<file path="src/rtl/tt_sweep_pkg.sv">
// Shared FSM encoding and default sizing for the truth-table sweep controller.
// Optional feature macro used by the controller: TT_SWEEP_STOP_ON_ERR_EN.
package tt_sweep_pkg;

    typedef enum logic [1:0] {
        IDLE  = 2'd0,
        HOLD  = 2'd1,
        CHECK = 2'd2,
        FIN   = 2'd3
    } sweep_state_t;

    localparam int N_VARS_DEF = 5;
    localparam int SETTLE_DEF = 1;

endpackage

</file>
<file path="src/rtl/tt_err_acc.sv">
// Per-implementation mismatch accumulator: one mask bit per input vector
// plus a saturating mismatch count.
module tt_err_acc
    import tt_sweep_pkg::*;
#(
    parameter int N_VARS = N_VARS_DEF
) (
    input  logic                  clk,
    input  logic                  rst,
    input  logic                  clr,
    input  logic                  chk,
    input  logic [N_VARS-1:0]     idx,
    input  logic                  mis,
    output logic [(1<<N_VARS)-1:0] err_mask,
    output logic [N_VARS:0]       err_cnt
);

    localparam int NT = 1 << N_VARS;
    localparam logic [N_VARS:0] CNT_MAX = (N_VARS+1)'(NT);

    always_ff @(posedge clk) begin
        if (rst || clr) begin
            err_mask <= '0;
            err_cnt  <= '0;
        end else if (chk) begin
            err_mask[idx] <= mis;
            if (mis && err_cnt != CNT_MAX) begin
                err_cnt <= err_cnt + 1'b1;
            end
        end
    end

endmodule

</file>
<file path="src/rtl/tt_sweep_ctrl.sv">
// Exhaustive truth-table sweep comparing two implementations to a reference.
// Define TT_SWEEP_STOP_ON_ERR_EN to end the sweep at the first mismatch.
module tt_sweep_ctrl
    import tt_sweep_pkg::*;
#(
    parameter int N_VARS = N_VARS_DEF,
    parameter int SETTLE = SETTLE_DEF
) (
    input  logic                   clk,
    input  logic                   rst,
    input  logic                   start,
    input  logic [(1<<N_VARS)-1:0] ref_table,
    output logic [N_VARS-1:0]      dut_in,
    input  logic                   dut_f1,
    input  logic                   dut_f2,
    output logic                   busy,
    output logic                   done,
    output logic [(1<<N_VARS)-1:0] err_mask1,
    output logic [(1<<N_VARS)-1:0] err_mask2,
    output logic [N_VARS:0]        err_cnt1,
    output logic [N_VARS:0]        err_cnt2,
    output logic                   pass
);

    localparam int NT = 1 << N_VARS;
    localparam logic [N_VARS-1:0] LAST_IDX = '1;
    localparam logic [3:0] SET_LAST = 4'(SETTLE - 1);

    sweep_state_t      state;
    logic [NT-1:0]     ref_q;
    logic [N_VARS-1:0] idx;
    logic [3:0]        settle;
    logic              clr;
    logic              chk;
    logic              ref_bit;
    logic              mis1;
    logic              mis2;
    logic              stop;

    assign clr     = (state == IDLE) && start;
    assign chk     = (state == CHECK);
    assign ref_bit = ref_q[idx];
    assign mis1    = dut_f1 ^ ref_bit;
    assign mis2    = dut_f2 ^ ref_bit;
    assign dut_in  = idx;

`ifdef TT_SWEEP_STOP_ON_ERR_EN
    assign stop = mis1 | mis2;
`else
    assign stop = 1'b0;
`endif

    always_ff @(posedge clk) begin
        if (rst) begin
            state  <= IDLE;
            ref_q  <= '0;
            idx    <= '0;
            settle <= '0;
            busy   <= 1'b0;
            done   <= 1'b0;
            pass   <= 1'b0;
        end else begin
            done <= 1'b0;
            unique case (state)
                IDLE: begin
                    if (start) begin
                        ref_q  <= ref_table;
                        idx    <= '0;
                        settle <= '0;
                        pass   <= 1'b0;
                        busy   <= 1'b1;
                        state  <= HOLD;
                    end
                end
                HOLD: begin
                    if (settle == SET_LAST) begin
                        settle <= '0;
                        state  <= CHECK;
                    end else begin
                        settle <= settle + 4'd1;
                    end
                end
                CHECK: begin
                    // Terminal vector detected explicitly so idx never wraps.
                    if (stop || idx == LAST_IDX) begin
                        busy  <= 1'b0;
                        done  <= 1'b1;
                        state <= FIN;
                    end else begin
                        idx   <= idx + 1'b1;
                        state <= HOLD;
                    end
                end
                FIN: begin
                    pass  <= (err_cnt1 == '0) && (err_cnt2 == '0);
                    idx   <= '0;
                    state <= IDLE;
                end
                default: state <= IDLE;
            endcase
        end
    end

    tt_err_acc #(.N_VARS(N_VARS)) u_acc1 (
        .clk      (clk),
        .rst      (rst),
        .clr      (clr),
        .chk      (chk),
        .idx      (idx),
        .mis      (mis1),
        .err_mask (err_mask1),
        .err_cnt  (err_cnt1)
    );

    tt_err_acc #(.N_VARS(N_VARS)) u_acc2 (
        .clk      (clk),
        .rst      (rst),
        .clr      (clr),
        .chk      (chk),
        .idx      (idx),
        .mis      (mis2),
        .err_mask (err_mask2),
        .err_cnt  (err_cnt2)
    );

endmodule

</file>
<file path="config.mk">
export PLATFORM = sky130hd
export DESIGN_NAME = tt_sweep_ctrl
export DESIGN_NICKNAME = d
export VERILOG_FILES = /design/src/rtl/tt_sweep_pkg.sv /design/src/rtl/tt_err_acc.sv /design/src/rtl/tt_sweep_ctrl.sv
export SDC_FILE = /design/constraint.sdc
export NUM_CORES = 1
export LEC_CHECK = 0
export ABC_AREA = 1
export CORE_MARGIN = 1.5
export CORE_UTILIZATION = 50
export DETAILED_ROUTE_END_ITERATION = 7
export PLACE_DENSITY = 0.82
export SYNTH_ARGS = -nofsm -noshare
export SYNTH_HDL_FRONTEND = slang
export SYNTH_SLANG_ARGS = --single-unit
</file>
<file path="constraint.sdc">
create_clock -name clk -period 2.4 [get_ports clk]
set_input_delay 0.72 -clock clk [delete_from_list [all_inputs] [get_ports clk]]
set_output_delay 0.72 -clock clk [all_outputs]
set_load 0.03 [all_outputs]
</file>
==> metrics.md, run 1 <==
| Metric | Value |
|---|---|
| Crit path DAT | 1.64 ns |
| F_max | 424 MHz |
| Root buf cell | clkbuf_16 |
| Area Overhead vs Synth | 34.9% |
| Routed Antenna Nets | 0 |
| Worst Hold Depth | 2 |
| Period utilisation layout | 98.2% |
| Worst rel slew slack | 65.5% |
| RSZ-0062 raised after global routing | false |
| Share of the synthesized area in the top cell type | 43.2% |
| GP Congestion | 0.886 |
| Layout cell share with drive strength beyond 1 | 9.66% |
| Final setup viols | 0 |
| Layout filler cell count | 929 |
| First-pass GRT wire length | 22.0 mm |
| Initial antenna violation count | 0 |
| CTS clk-pin slew, worst paths | 0.05 ns |
| Non-filler cells, final | 1072 |
| Multiplexer share of the synthesized area | 0% |
| WP buf/inv | 1 |
| Post-Place Worst Slack | 0.166 ns |
| TritonCTS clock tree | built |
| Synth area leader | dfxtp_1 |
| Die area | 11900 µm² |
| Instance count on the critical path | 1 |
| Cell Area, Synth | 5650 µm² |
| Area of the multi-input gates | 2280 µm² |
| Critical path required time | 1.68 ns |
| Sink Count | 122 |
| Final Hold Fails | 0 |
| Slew Viols, Final | 0 |
| Diodes inserted | 0 |
| Total gr overflow | 0 |
| Flip-flop and latch area | 2440 µm² |
| I/O Pins | 121 |
| Syn Nets | 837 |
| Seq cells post-synth | 122 |
| Design Power | 5.22 mW |
| Pre-antenna DRT Iters | 4 |
| Row count | 38 |
| Crit path capture type | output port |
| DIE HEIGHT | 109 µm |
| Area share of xor/xnor cells in the synthesized design | 1.24% |
| Worst skew pair latency | 0.41 ns |
| Drt wl/cell | 12.7 µm |
| Peak VDD IR | 473 µV |
| Worst Path Max Fanout | 7 |
| Via density | 4.90 |
| Worst Clk Skew | 0.0115 ns |
| Placed Area | 7030 µm² |
| Vias in the first global route | 4759 |
| Pwr dens | 685 nW/µm² |
| Post-Synth Simple-Gate Area | 15.5% |
| Slew @ Worst Pin | 0.517 ns |
| Fin util | 69.7% |
| Fin area | 7630 µm² |
| CP max-delay cell | clkdlybuf4s50_1 |
| Leakage | 3.39 nW |
| Number of I/O port buffers | 120 |
| Setup CP Type | reg2out |
| DR iter-0 viols | 268 |
| Adder-cell area share of the yosys netlist | 2.44% |
| Count of different cell masters after synthesis | 28 |
| Post-Syn Instances | 789 |
| Total GRT Usage | 23.6% |
| Vias post-DR | 5256 |
| Die width | 109 µm |
| Worst path cell trace | clkdlybuf4s50_1 |
| Detailed Place HPWL | 9.35 mm |
| R2R cell count | 13 |
| H-Tree Depth | 4 |
| Routed WL | 13.6 mm |
| Core area | 10900 µm² |
| CP delay by family, top | buffers and inverters |
| Hold Crit Class | reg2reg |
| Initial Utilization | 51.7% |
| Largest family of logic cells by synthesized area | compound AO/OA/AOI/OAI gates |
| Slack of the critical path | 0.0425 ns |
| Synth top area cells | dfxtp_1 43%, inv_1 12%, a21oi_1 10% |
| Worst Setup Start Kind | register |
| Worst stage delay on the critical path | 0.75 ns |
| Synth Area in Compound Gates | 21.1% |
| Status | complete, no violations |
| Final worst path period need | 2.36 ns |
| Fin Hold WS | 0.449 ns |
| Placed Cells | 1040 |
| Pin count of the biggest net entering global routing | 65 |
| Syn Area/Cell | 7.16 µm² |
| Remaining DRCs | 0 |
| Yosys warnings | 0 |
| Maxcap violations | 0 |
| CTS buffer count | 17 |
| Register area share after synthesis | 43.2% |
| Post-CTS Repair Setup Buffers | 0 |
| Layout net count | 967 |
| CTS Hold Bufs | 0 |
| Clock Tree Buf Depth | 2 |
| Setup_tns | 0 ns |
## layer usage
metal | GRT usage (%) | routed length (µm) | up-vias
met5 | 0 | 0 | -
met4 | 8.72 | 280 | 0
met3 | 5.04 | 732 | 24
met2 | 40.5 | 6470 | 155
met1 | 29.2 | 6100 | 2329
li1 | - | - | 2748
## cell families after synthesis
kind of cell	after synthesis
buffers and inverters	224
and+or+nand+nor	204
xor gates and xnor gates	8
DFF	122
AOI/OAI and AO/OA	220
adders and majority gates	11
## Yosys cell counts (all sizes together)
master and count:
ha 11, inv 190, dfxtp 122, a41oi 2
nand4 1, nand3 40, a21oi 115, nand2 117
buf 13, nor2 26, clkinv 2, a211oi 4
nor3b 1, o21ai 99, clkbuf 19, xor2 8
nor3 19
## power breakdown
part	switching, mW	leakage (nW)	internal (mW)	total [mW]
registers	0.0293	0.992	2.09	2.12
logic	0.381	2.11	0.209	0.590
clock network	0.950	0.284	1.56	2.51
## timing repair
action / 4_1_cts / 5_1_grt
gates resized for setup: 3 / 4
endpoints found under the setup margin: 2 / 20
endpoints found under the hold margin: 0 / 0
## placed cells by master, fill, tap and decap left out, types with 2 or more instances in the layout
cell type	Yosys	layout
buf_12	0	3
nand3_1	40	40
inv_2	5	5
clkdlybuf4s50_1	0	117
clkinv_4	1	4
nand2_1	114	114
dfxtp_1	122	121
o21ai_2	20	20
clkbuf_16	0	17
dlygate4sd2_1	0	2
ha_1	11	11
nand2_2	2	2
a21oi_1	115	115
buf_4	1	20
inv_1	185	185
o21ai_0	59	59
clkinvlp_4	0	2
xor2_1	8	8
o21ai_1	20	20
a211oi_1	4	4
bufinv_16	0	2
inv_6	0	3
clkinv_2	0	3
nor3_2	2	2
a41oi_1	2	2
nor2_1	24	22
nor3_1	17	17
nor2_2	2	3
## flip-flops by register name (all words and copies together), names as in the netlist
signal,cells
busy,1
u_acc1.err_mask,32
state,2
u_acc1.err_cnt,6
dut_in,5
settle,4
u_acc2.err_cnt,6
ref_q,32
done,1
pass,1
u_acc2.err_mask,32
## area by class of cell
| type | count | share of cell area (%) |
|---|---|---|
| timing repair buffer | 143 | 18.5 |
| tap | 140 | 2.30 |
| sequential | 122 | 32.0 |
| clock buffer | 19 | 5.81 |
| inverter | 192 | 9.52 |
| clock inverter | 13 | 1.87 |
| multi-input combinational | 443 | 30.0 |
## worst min-delay path, delay by kind of cell (launching register included)
family,cells,cell delay [ns]
AOI/OAI and AO/OA,1,0.05
buffers and inverters,1,0.06
DFF,1,0.29
## worst paths after layout
path | slack (ns) | end | from
setup / recovery | 0.04 | dut_in[4] | dut_in[4]
hold / removal | 0.45 | ref_q[0] | ref_q[0]
setup reg to reg | 0.24 | u_acc1.err_mask[10] | dut_in[0]
hold reg to reg | 0.45 | ref_q[0] | ref_q[0]
(Power assumes the default switching activity.)
==> inputs of run 2 (changes only) <==
- HOLD_SLACK_MARGIN: default -> 0.02
==> results of run 2 <==
Same layout as run 1: the final DEF is identical, and so are final timing and power.
